[config.mk]
export PLATFORM = sky130hd
export DESIGN_NAME = tile_update_scheduler
export DESIGN_NICKNAME = d
export VERILOG_FILES = /design/src/rtl/vga_tile_pkg.sv /design/src/rtl/tile_update_fifo.sv /design/src/rtl/tile_update_scheduler.sv
export SDC_FILE = /design/constraint.sdc
export NUM_CORES = 1
export LEC_CHECK = 0
export CAP_MARGIN = 20
export CORE_MARGIN = 1.5
export CORE_UTILIZATION = 50
export DETAILED_ROUTE_END_ITERATION = 10
export GPL_TIMING_DRIVEN = 0
export PLACE_DENSITY = 0.77
export SYNTH_ARGS = -nofsm -noshare
export SYNTH_HDL_FRONTEND = slang
export SYNTH_SLANG_ARGS = --single-unit
export TNS_END_PERCENT = 50
[constraint.sdc]
create_clock -name clk -period 6.5 [get_ports clk]
set_input_delay 1.3 -clock clk [delete_from_list [all_inputs] [get_ports clk]]
set_output_delay 1.3 -clock clk [all_outputs]
set_load 0.1 [all_outputs]
[src/rtl/vga_tile_pkg.sv]
// Shared types for the background tile-map update path.
//   tile_code_t   : tile codes held in the 12x17 background map
//   tile_update_t : one pending map write {row, col, tile}
//   sched_state_t : vblank drain controller states
package vga_tile_pkg;

  localparam int ROWS        = 12;
  localparam int COLS        = 17;
  localparam int BLOCK_WIDTH = 32;   // tile edge in pixels as drawn by the VGA environment drawer

  localparam int ROW_W  = 4;
  localparam int COL_W  = 5;
  localparam int TILE_W = 8;

  typedef enum byte {
    BDR = 8'd0,
    SKY = 8'd1,
    BLK = 8'd2,
    GND = 8'd3,
    TKN = 8'd4,
    CK1 = 8'd5,
    CK2 = 8'd6
  } tile_code_t;

  typedef struct packed {
    logic [ROW_W-1:0]  row;
    logic [COL_W-1:0]  col;
    logic [TILE_W-1:0] tile;
  } tile_update_t;

  localparam int UPD_W = $bits(tile_update_t);

  typedef enum logic [1:0] {
    ST_WAIT  = 2'd0,
    ST_DRAIN = 2'd1,
    ST_DONE  = 2'd2
  } sched_state_t;

endpackage

[src/rtl/tile_update_fifo.sv]
// Synchronous FIFO of pending tile-map updates (show-ahead head output).
// Ports:
//   clk, rst_n        clock, asynchronous active-low reset
//   push, push_data   write one update (ignored when full)
//   pop               retire the head entry (ignored when empty)
//   head              current head entry
//   level             entries held, 0..DEPTH (registered)
//   full, empty       registered status flags
module tile_update_fifo
  import vga_tile_pkg::*;
#(
  parameter int DEPTH = 8
) (
  input  logic                     clk,
  input  logic                     rst_n,
  input  logic                     push,
  input  logic [UPD_W-1:0]         push_data,
  input  logic                     pop,
  output logic [UPD_W-1:0]         head,
  output logic [$clog2(DEPTH):0]   level,
  output logic                     full,
  output logic                     empty
);

  localparam int AW = $clog2(DEPTH);

  logic [UPD_W-1:0] mem [DEPTH];
  logic [AW-1:0]    wr_ptr;
  logic [AW-1:0]    rd_ptr;
  logic [AW:0]      level_d;
  logic             do_push;
  logic             do_pop;

  assign do_push = push & ~full;
  assign do_pop  = pop & ~empty;

  always_comb begin
    level_d = level;
    if (do_push && !do_pop) level_d = level + 1'b1;
    else if (do_pop && !do_push) level_d = level - 1'b1;
  end

  always_ff @(posedge clk or negedge rst_n) begin
    if (!rst_n) begin
      wr_ptr <= '0;
      rd_ptr <= '0;
      level  <= '0;
      full   <= 1'b0;
      empty  <= 1'b1;
    end else begin
      if (do_push) wr_ptr <= wr_ptr + 1'b1;
      if (do_pop)  rd_ptr <= rd_ptr + 1'b1;
      level <= level_d;
      full  <= (level_d == (AW+1)'(DEPTH));
      empty <= (level_d == '0);
    end
  end

  always_ff @(posedge clk) begin
    if (do_push) mem[wr_ptr] <= push_data;
  end

  assign head = mem[rd_ptr];

endmodule

[src/rtl/tile_update_scheduler.sv]
// Serialises tile-map update requests from N_REQ requesters onto the single
// tile-map write port; writes are committed only during vertical blanking.
// Optional feature macro: TILE_SCHED_STATS_EN (adds frame_writes/frame_deferred).
// Ports:
//   clk, reset_n                 clock, asynchronous active-low reset
//   req[N_REQ]                   request per requester, held until ack
//   req_row/req_col/req_tile     flattened per-requester address/data (requester i at slice i)
//   ack[N_REQ]                   one-hot 1-cycle accept pulse (also for discarded OOB requests)
//   vblank                       vertical blanking from VGA timing
//   tile_we, tile_row/col/data   tile-map write port
//   busy, fifo_level             FIFO non-empty, entries pending
//   err_oob                      1-cycle pulse with ack when the accepted request was off-map
//   frame_writes/frame_deferred  (stats build) writes and leftovers of the last vblank
//
// state    | meaning
// ST_WAIT  | waiting for a vblank rising edge
// ST_DRAIN | vblank active, popping one entry per cycle
// ST_DONE  | FIFO emptied this vblank; later pushes wait for the next frame
module tile_update_scheduler
  import vga_tile_pkg::*;
#(
  parameter int N_REQ = 3,
  parameter int DEPTH = 8
) (
  input  logic                      clk,
  input  logic                      reset_n,
  input  logic [N_REQ-1:0]          req,
  input  logic [N_REQ*ROW_W-1:0]    req_row,
  input  logic [N_REQ*COL_W-1:0]    req_col,
  input  logic [N_REQ*TILE_W-1:0]   req_tile,
  output logic [N_REQ-1:0]          ack,
  input  logic                      vblank,
  output logic                      tile_we,
  output logic [ROW_W-1:0]          tile_row,
  output logic [COL_W-1:0]          tile_col,
  output logic [TILE_W-1:0]         tile_data,
  output logic                      busy,
  output logic [$clog2(DEPTH):0]    fifo_level,
  output logic                      err_oob
`ifdef TILE_SCHED_STATS_EN
  ,
  output logic [7:0]                frame_writes,
  output logic [7:0]                frame_deferred
`endif
);

  localparam int IDX_W = (N_REQ > 1) ? $clog2(N_REQ) : 1;

  sched_state_t     state_q, state_d;
  logic             vblank_q;
  logic             rise;
  logic             pop;
  logic [IDX_W-1:0] rr_q;
  logic [N_REQ-1:0] elig;
  logic             grant_vld;
  logic [IDX_W-1:0] grant_idx;
  tile_update_t     sel_upd;
  logic             oob;
  logic             push;
  tile_update_t     fifo_head;
  logic             fifo_full;
  logic             fifo_empty;
  logic             pend_vld_q;
  tile_update_t     pend_q;

  // A requester whose ack is showing this cycle is still holding req; it is
  // masked so one handshake produces exactly one entry.
  always_comb begin
    elig      = req & ~ack;
    grant_vld = 1'b0;
    grant_idx = '0;
    if (!fifo_full) begin
      for (int i = 0; i < N_REQ; i++) begin
        if (!grant_vld && elig[(int'(rr_q) + i) % N_REQ]) begin
          grant_vld = 1'b1;
          grant_idx = IDX_W'((int'(rr_q) + i) % N_REQ);
        end
      end
    end
  end

  always_comb begin
    sel_upd.row  = req_row[int'(grant_idx)*ROW_W +: ROW_W];
    sel_upd.col  = req_col[int'(grant_idx)*COL_W +: COL_W];
    sel_upd.tile = req_tile[int'(grant_idx)*TILE_W +: TILE_W];
  end

  assign oob  = (sel_upd.row >= ROW_W'(ROWS)) || (sel_upd.col >= COL_W'(COLS));
  assign push = grant_vld & ~oob;

  always_ff @(posedge clk or negedge reset_n) begin
    if (!reset_n) begin
      rr_q    <= '0;
      ack     <= '0;
      err_oob <= 1'b0;
    end else begin
      ack     <= grant_vld ? (N_REQ'(1) << grant_idx) : '0;
      err_oob <= grant_vld & oob;
      if (grant_vld)
        rr_q <= (int'(grant_idx) == N_REQ - 1) ? '0 : grant_idx + 1'b1;
    end
  end

  tile_update_fifo #(.DEPTH(DEPTH)) u_fifo (
    .clk       (clk),
    .rst_n     (reset_n),
    .push      (push),
    .push_data (sel_upd),
    .pop       (pop),
    .head      (fifo_head),
    .level     (fifo_level),
    .full      (fifo_full),
    .empty     (fifo_empty)
  );

  assign busy = ~fifo_empty;

  // vblank_q resets high so a vblank already active when reset releases is
  // not mistaken for a rising edge.
  assign rise = vblank & ~vblank_q;

  always_ff @(posedge clk or negedge reset_n) begin
    if (!reset_n) begin
      state_q  <= ST_WAIT;
      vblank_q <= 1'b1;
    end else begin
      state_q  <= state_d;
      vblank_q <= vblank;
    end
  end

  always_comb begin
    state_d = state_q;
    pop     = 1'b0;
    case (state_q)
      ST_WAIT: begin
        if (rise) state_d = fifo_empty ? ST_DONE : ST_DRAIN;
      end
      ST_DRAIN: begin
        if (!vblank)         state_d = ST_WAIT;
        else if (fifo_empty) state_d = ST_DONE;
        else                 pop     = 1'b1;
      end
      ST_DONE: begin
        if (!vblank) state_d = ST_WAIT;
      end
      default: state_d = ST_WAIT;
    endcase
  end

  // Popped entry is staged one cycle before it drives the write port.
  always_ff @(posedge clk or negedge reset_n) begin
    if (!reset_n) begin
      pend_vld_q <= 1'b0;
      pend_q     <= '0;
      tile_we    <= 1'b0;
      tile_row   <= '0;
      tile_col   <= '0;
      tile_data  <= '0;
    end else begin
      pend_vld_q <= pop;
      if (pop) pend_q <= fifo_head;
      tile_we <= pend_vld_q;
      if (pend_vld_q) begin
        tile_row  <= pend_q.row;
        tile_col  <= pend_q.col;
        tile_data <= pend_q.tile;
      end
    end
  end

`ifdef TILE_SCHED_STATS_EN
  logic       fall;
  logic [7:0] wr_cnt_q;

  assign fall = vblank_q & ~vblank;

  always_ff @(posedge clk or negedge reset_n) begin
    if (!reset_n) begin
      wr_cnt_q       <= '0;
      frame_writes   <= '0;
      frame_deferred <= '0;
    end else if (fall) begin
      frame_writes   <= wr_cnt_q;
      frame_deferred <= (int'(fifo_level) > 255) ? 8'hFF : 8'(fifo_level);
      wr_cnt_q       <= '0;
    end else if (pop && wr_cnt_q != 8'hFF) begin
      wr_cnt_q <= wr_cnt_q + 1'b1;
    end
  end
`endif

endmodule
# Word-level counts from Yosys, hierarchy flattened

Memories as Yosys holds them, arrays and structs flattened. A register that Yosys moved wholly into a read port is not among the register bits.
Cells that the tools add are included.

Register bits: 40
Latch bits: 0
Memory bits (writable): 136
Memory bits (read-only): 0
Output and inout port bits: 27
Word-level logic and storage cells: 101
Memories kept: 1

Memories:

| name       | depth | width | read ports | clocked after memory_dff | wr ports | RTL line               | source |
|---|---|---|---|---|---|---|---|
| u_fifo.mem | 8     | 17    | 1          | 1                        | 1        | tile_update_fifo.sv:27 | `logic [UPD_W-1:0] mem [DEPTH];` |

Add/subtract/negate cells: 7
Multiply operators: 1
Divide/modulo/power cells: 3
Order comparisons: 5
Eq/ne operators: 7
Shift-type cells: 4
Multiplexer cells: 34
Bitwise gates (word level): 11
Reductions and logical operators: 13

Operators by type and width:

| kind                                                                  | count |
|---|---|
| 32-bit by 4-bit < comparator with 1-bit output, second input constant | 3 |
| 32-bit by 3-bit modulo with 32-bit output, second input constant      | 2 |
| 3-bit by 3-bit modulo with 32-bit output, second input constant       | 1 |
| 24-bit by 6-bit variable part select with 8-bit output                | 1 |
| 2-bit two-way mux                                                     | 10 |
| 1-bit two-way mux                                                     | 17 |
| 15-bit by 6-bit variable part select with 5-bit output                | 1 |
| 12-bit by 5-bit variable part select with 4-bit output                | 1 |
| 4-bit two-way mux                                                     | 2 |
| 3-bit by 1-bit adder with 3-bit output, second input constant         | 2 |
| 1-bit binary-select mux with 2-bit select                             | 3 |
| 2-bit case mux with 3 select lines                                    | 1 |
| 1-bit bitwise AND                                                     | 5 |
| 5-bit >= comparator, second input constant                            | 1 |
| 1-bit zero test                                                       | 5 |
| 2-bit by 3-bit multiplier with 5-bit output, second input constant    | 1 |
| 4-bit by 1-bit adder with 4-bit output, second input constant         | 1 |
| 2-bit equality test, second input constant                            | 2 |
| 4-bit equality test, second input constant                            | 1 |
| 4-bit >= comparator, second input constant                            | 1 |
| 1-bit logical AND                                                     | 4 |
| 4-bit zero test                                                       | 1 |
| 2-bit inequality test, second input constant                          | 2 |
| 1-bit NOT                                                             | 4 |
| 13 further kinds                                                      | 13 |

# Logic depth before layout (Yosys ltp)

Depth after elaboration: 27
Mapped depth: 12
Depth with buffers taken out: 10

# Cells and area by module

From an unflattened synthesis, not the netlist that was laid out.

Cells, all modules: 466
Area total of the unflattened synthesis: 8046.5 um^2

By module, submodules not included:

| module                | instances | cells each | area each (um^2) | seq. area each (um^2) |
|---|---|---|---|---|
| tile_update_fifo      | 1         | 276        | 5830.6           | 4385.5 |
| tile_update_scheduler | 1         | 190        | 2215.9           | 1127.3 |

# Worst setup path after synthesis

No wires, ideal clock.

Path kind: input-to-reg
From: in req[0]
To: mem u_fifo.mem[2][0] (netlist name), enable pin
Setup time: 0.441 ns
Arrival: 4.849 ns
Path slack: 1.210 ns
Stages: 8
Cell sequence: nand2b_4 > maj3_2 > o211a_1 > buf_2 > a222oi_1 > a2bb2oi_2 > nand2_2 > nor4b_1

Word-level cells in the longest chain between the ends: 23

Ends and longest elaborated chain:

| what                                                   | RTL line                    | source |
|---|---|---|
| from (decl)                                            | tile_update_scheduler.sv:27 | `input logic [N_REQ-1:0] req,` |
| 3-bit bitwise AND (*)                                  | tile_update_scheduler.sv:69 | `elig = req & ~ack;` |
| 1-bit binary-select mux with 2-bit select              | tile_update_scheduler.sv:74 | `if (!grant_vld && elig[(int'(rr_q) + i) % N_REQ]) begin` |
| 1-bit two-way mux (implied by the code) (2 in a row)   | tile_update_scheduler.sv:74 |  |
| 1-bit two-way mux                                      | tile_update_scheduler.sv:74 |  |
| 1-bit two-way mux                                      | tile_update_scheduler.sv:72 | `if (!fifo_full) begin` |
| 1-bit zero test                                        | tile_update_scheduler.sv:74 |  |
| 1-bit logical AND                                      | tile_update_scheduler.sv:74 |  |
| 1-bit two-way mux                                      | tile_update_scheduler.sv:74 |  |
| [... 6 more ...]                                       | -                           |  |
| 15-bit by 6-bit variable part select with 5-bit output | tile_update_scheduler.sv:84 | `sel_upd.col = req_col[int'(grant_idx)*COL_W +: COL_W];` |
| 5-bit >= comparator                                    | tile_update_scheduler.sv:88 | `assign oob = (sel_upd.row >= ROW_W'(ROWS)) \|\| (sel_upd.col >= COL_W'(COLS));` |
| 1-bit logical OR                                       | tile_update_scheduler.sv:88 |  |
| 1-bit NOT                                              | tile_update_scheduler.sv:89 | `assign push = grant_vld & ~oob;` |
| 1-bit bitwise AND (*)                                  | tile_update_scheduler.sv:89 |  |
| 1-bit bitwise AND (*)                                  | tile_update_fifo.sv:34      | `assign do_push = push & ~full;` |
| 1-bit two-way mux (*)                                  | tile_update_fifo.sv:60      | `if (do_push) mem[wr_ptr] <= push_data;` |
| 1-bit two-way mux (implied by the code) (*)            | tile_update_fifo.sv:60      |  |
| to (decl)                                              | tile_update_fifo.sv:27      |  |

Mark *: on every way between the ends. The rest lies on a longest branch, timed or not. The select of a mux whose other input is x is not followed.

==> impl_metrics.ini <==
[power]
ir_drop_mv = 0.245
p_leak_nw = 3.54
power_frac_clock = 0.178
p_sw_mw = 2.21
pwr-share-seq = 0.372
p_int_mw = 3.23
power_density_mw_per_mm2 = 559
p_total_mw = 5.44
combPwrFrac = 0.450
switching_share = 0.406

[clock_network]
cts_setup_buffers = 0
cts_tree = done
clk_latency_ps = 430
h-tree-depth = 4
cts_root_buffer = clkbuf_16
clock_sinks = 193
cts_buffers = 17
path_clk_slew_ps = 60
clk_path_buf_depth = 2
postCtsHoldBufs = 0
cts_resized = 0

[status]
outcome = complete, no violations

[sta]
final_hold_viol_count = 0
finalCritPeriodShare = 0.836
fin_crit_ps = 5440
slew_violations = 0
grt_setup_unrepaired = no
tightest_slew_ps = 1340
fmax_mhz = 184
max_slew_margin = 0.107
setup_viol = 0
fin_skew_ps = 8.97
layout_setup_ws_ps = 1060
final.setup.tns_ps = 0

[setup_path]
worst_path_largest_cell_delay_ps = 820
critPathRequiredTime_ps = 6640
critPathCaptureType = flip-flop
worstPathArrival_ps = 5580
start_kind = primary input
cp_cell_sequence = clkdlybuf4s50_1 -> nor2b_1 -> o21ai_0 -> nor3_2 -> a222oi_1 -> o2bb2ai_1 -> nor2_2 -> nand2_1 -> nor3b_2 -> buf_8
crit_type = primary input to flip-flop
slowest_stage = nor3b_2
worstPathMaxFanout = 10

[placed_design]
pre_cts_slack_ps = 695
dp_hpwl_um = 11400
placed_cell_area_sq_mm = 0.00918
port_buffers = 83
globalplace.congestion = 0.888
placed_cells = 774

[die]
die_x_um = 129
coreArea_sq_mm = 0.0153
initial_core_util = 0.516
row_count = 45
pin_count = 84
die_h_um = 129
fp.dieArea_sq_mm = 0.0166

[detailed_routing]
ant_nets = 0
drc = 0
dr.pass1.iters = 5
avgViaCountPerCell = 5.73
wirelength_um = 16000
wl_per_cell_um = 19.8
vias = 4615
dr.first_iter.drc_count = 479

[logic_synthesis]
synth_area_leaders = edfxtp_1, dfrtp_1, mux4_2, mux2_2, mux2i_1
netlist.area_leader.share = 0.516
yosysWarnings = 0
avgSynthCellArea_sq_um = 16.9
synth_most_common_cell = edfxtp_1
synth.distinct_cells = 56
synth_common_cells = edfxtp_1, dfrtp_1, mux4_2
synth_edf_count = 136
synth_flop_cell = edfxtp_1
synth_nets = 530
syn_area_sq_mm = 0.00791
synth-seq-area-share = 0.697
synth_top_cell_by_area = edfxtp_1
synthCells = 467
synth-seq-cells = 193
synthArstFlopShare = 0.295

[grt]
grt_usage = 0.209
grt_max_degree = 44
grt_pass1_wl_um = 25400
grt_pass1_vias = 4705
antenna_found_initial = 0
overflow = 0

[final_layout]
final_nets = 645
syn_to_final_growth_pct = 23.0
fill_cells = 1087
final_cells = 806
stdcell_area_sq_mm = 0.00973
num_antenna_cells = 0
layout-drive-gt1-share = 0.197

[hold_path]
min_path_type = flip-flop to flip-flop

[run]
cap_violations = 0
[cell type report]
type / count / area, sq um / area share
Buffer: 26 / 108 / 0.0111
Clock inverter: 13 / 114 / 0.0117
Clock buffer: 19 / 433 / 0.0445
Multi-Input combinational cell: 222 / 2230 / 0.229
Sequential cell: 193 / 5510 / 0.567
Tap cell: 211 / 264 / 0.0271
Timing Repair Buffer: 96 / 970 / 0.0997
Inverter: 26 / 97.6 / 0.0100
[logic make-up after synthesis]
kind of cell,count (synthesis),synth area share
flops,193,0.697
simple gates,81,0.0574
mux,69,0.144
compound gates,57,0.0557
buf+inv,52,0.0259
fa+ha+maj,9,0.0134
xor+xnor,6,0.00664
[per-layer routing]
metal | share of wire | GRT usage | up-vias
met2 | 0.51 | 0.354 | 185
li1 | - | - | 2072
met3 | 0.061 | 0.0370 | 22
met1 | 0.41 | 0.274 | 2336
met5 | 0 | 0 | -
met4 | 0.015 | 0.0787 | 0
[layout by cell type (no fill, tap or decap), types with 3 or more instances in the layout]
| cell type | synthesis | routed |
|---|---|---|
| o21ai_0 | 20 | 20 |
| and2_1 | 3 | 3 |
| clkbuf_16 | 0 | 17 |
| mux2_2 | 17 | 17 |
| clkbuf_1 | 16 | 18 |
| buf_2 | 2 | 3 |
| clkinvlp_4 | 0 | 3 |
| mux4_2 | 34 | 34 |
| nor3_1 | 7 | 5 |
| nor2b_1 | 3 | 3 |
| xnor2_1 | 6 | 6 |
| a222oi_1 | 17 | 17 |
| nand2_1 | 28 | 28 |
| buf_1 | 7 | 7 |
| clkinv_4 | 0 | 3 |
| and3_1 | 4 | 4 |
| ha_1 | 6 | 6 |
| nor3_2 | 1 | 3 |
| buf_6 | 1 | 4 |
| buf_8 | 0 | 3 |
| dfrtp_1 | 55 | 55 |
| nand3_1 | 3 | 3 |
| buf_4 | 0 | 6 |
| nor2_1 | 9 | 8 |
| mux2i_1 | 18 | 18 |
| clkdlybuf4s50_1 | 0 | 82 |
| or4_1 | 4 | 4 |
| edfxtp_1 | 136 | 136 |
| inv_1 | 26 | 26 |
[sequential cells by signal, summed over array words and instances (netlist names), 3 cells and up]
name           flops
tile_row           4
tile_data          8
pend_q            17
u_fifo.wr_ptr      3
u_fifo.rd_ptr      3
u_fifo.mem       136
tile_col           5
u_fifo.level       4
ack                3
[per-stage QoR]
stage	hold slack (ps)	util
CTS	380	0.635
finish	382	0.635
global route	390	0.635
detailed placement	366	0.600
global placement	363	0.588
floorplan	352	-
[critical path: cells and delay by family]
kind | cells | cell delay (ps)
compound gates | 3 | 1120
buf+inv | 2 | 690
simple gates | 5 | 2440
[power by group through the flow]
stage	logic (mW)	registers [mW]	clock network (mW)
global route	2.62	2.06	1.02
floorplan	1.25	2.51	0
finish	2.45	2.02	0.965
global placement	2.31	2.03	0
CTS	2.46	2.02	0.973
detailed placement	2.45	2.05	0
[final timing paths]
| check | slack, ps | cells past startpoint | end | startpoint |
|---|---|---|---|---|
| worst max-delay path | 1060 | 10 | u_fifo.mem[3][7] | req[2] |
| worst min-delay path | 380 | 0 | tile_we | pend_vld_q |
| worst max register to register | 1820 | 12 | u_fifo.mem[3][7] | rr_q[1] |
| worst min register to register | 380 | 0 | tile_we | pend_vld_q |
| max in group asynchronous | 5170 | 2 | pend_q[8] | reset_n |
| min in group asynchronous | 780 | 1 | u_fifo.level[3] | reset_n |
Power figures use the tool's default switching activity.
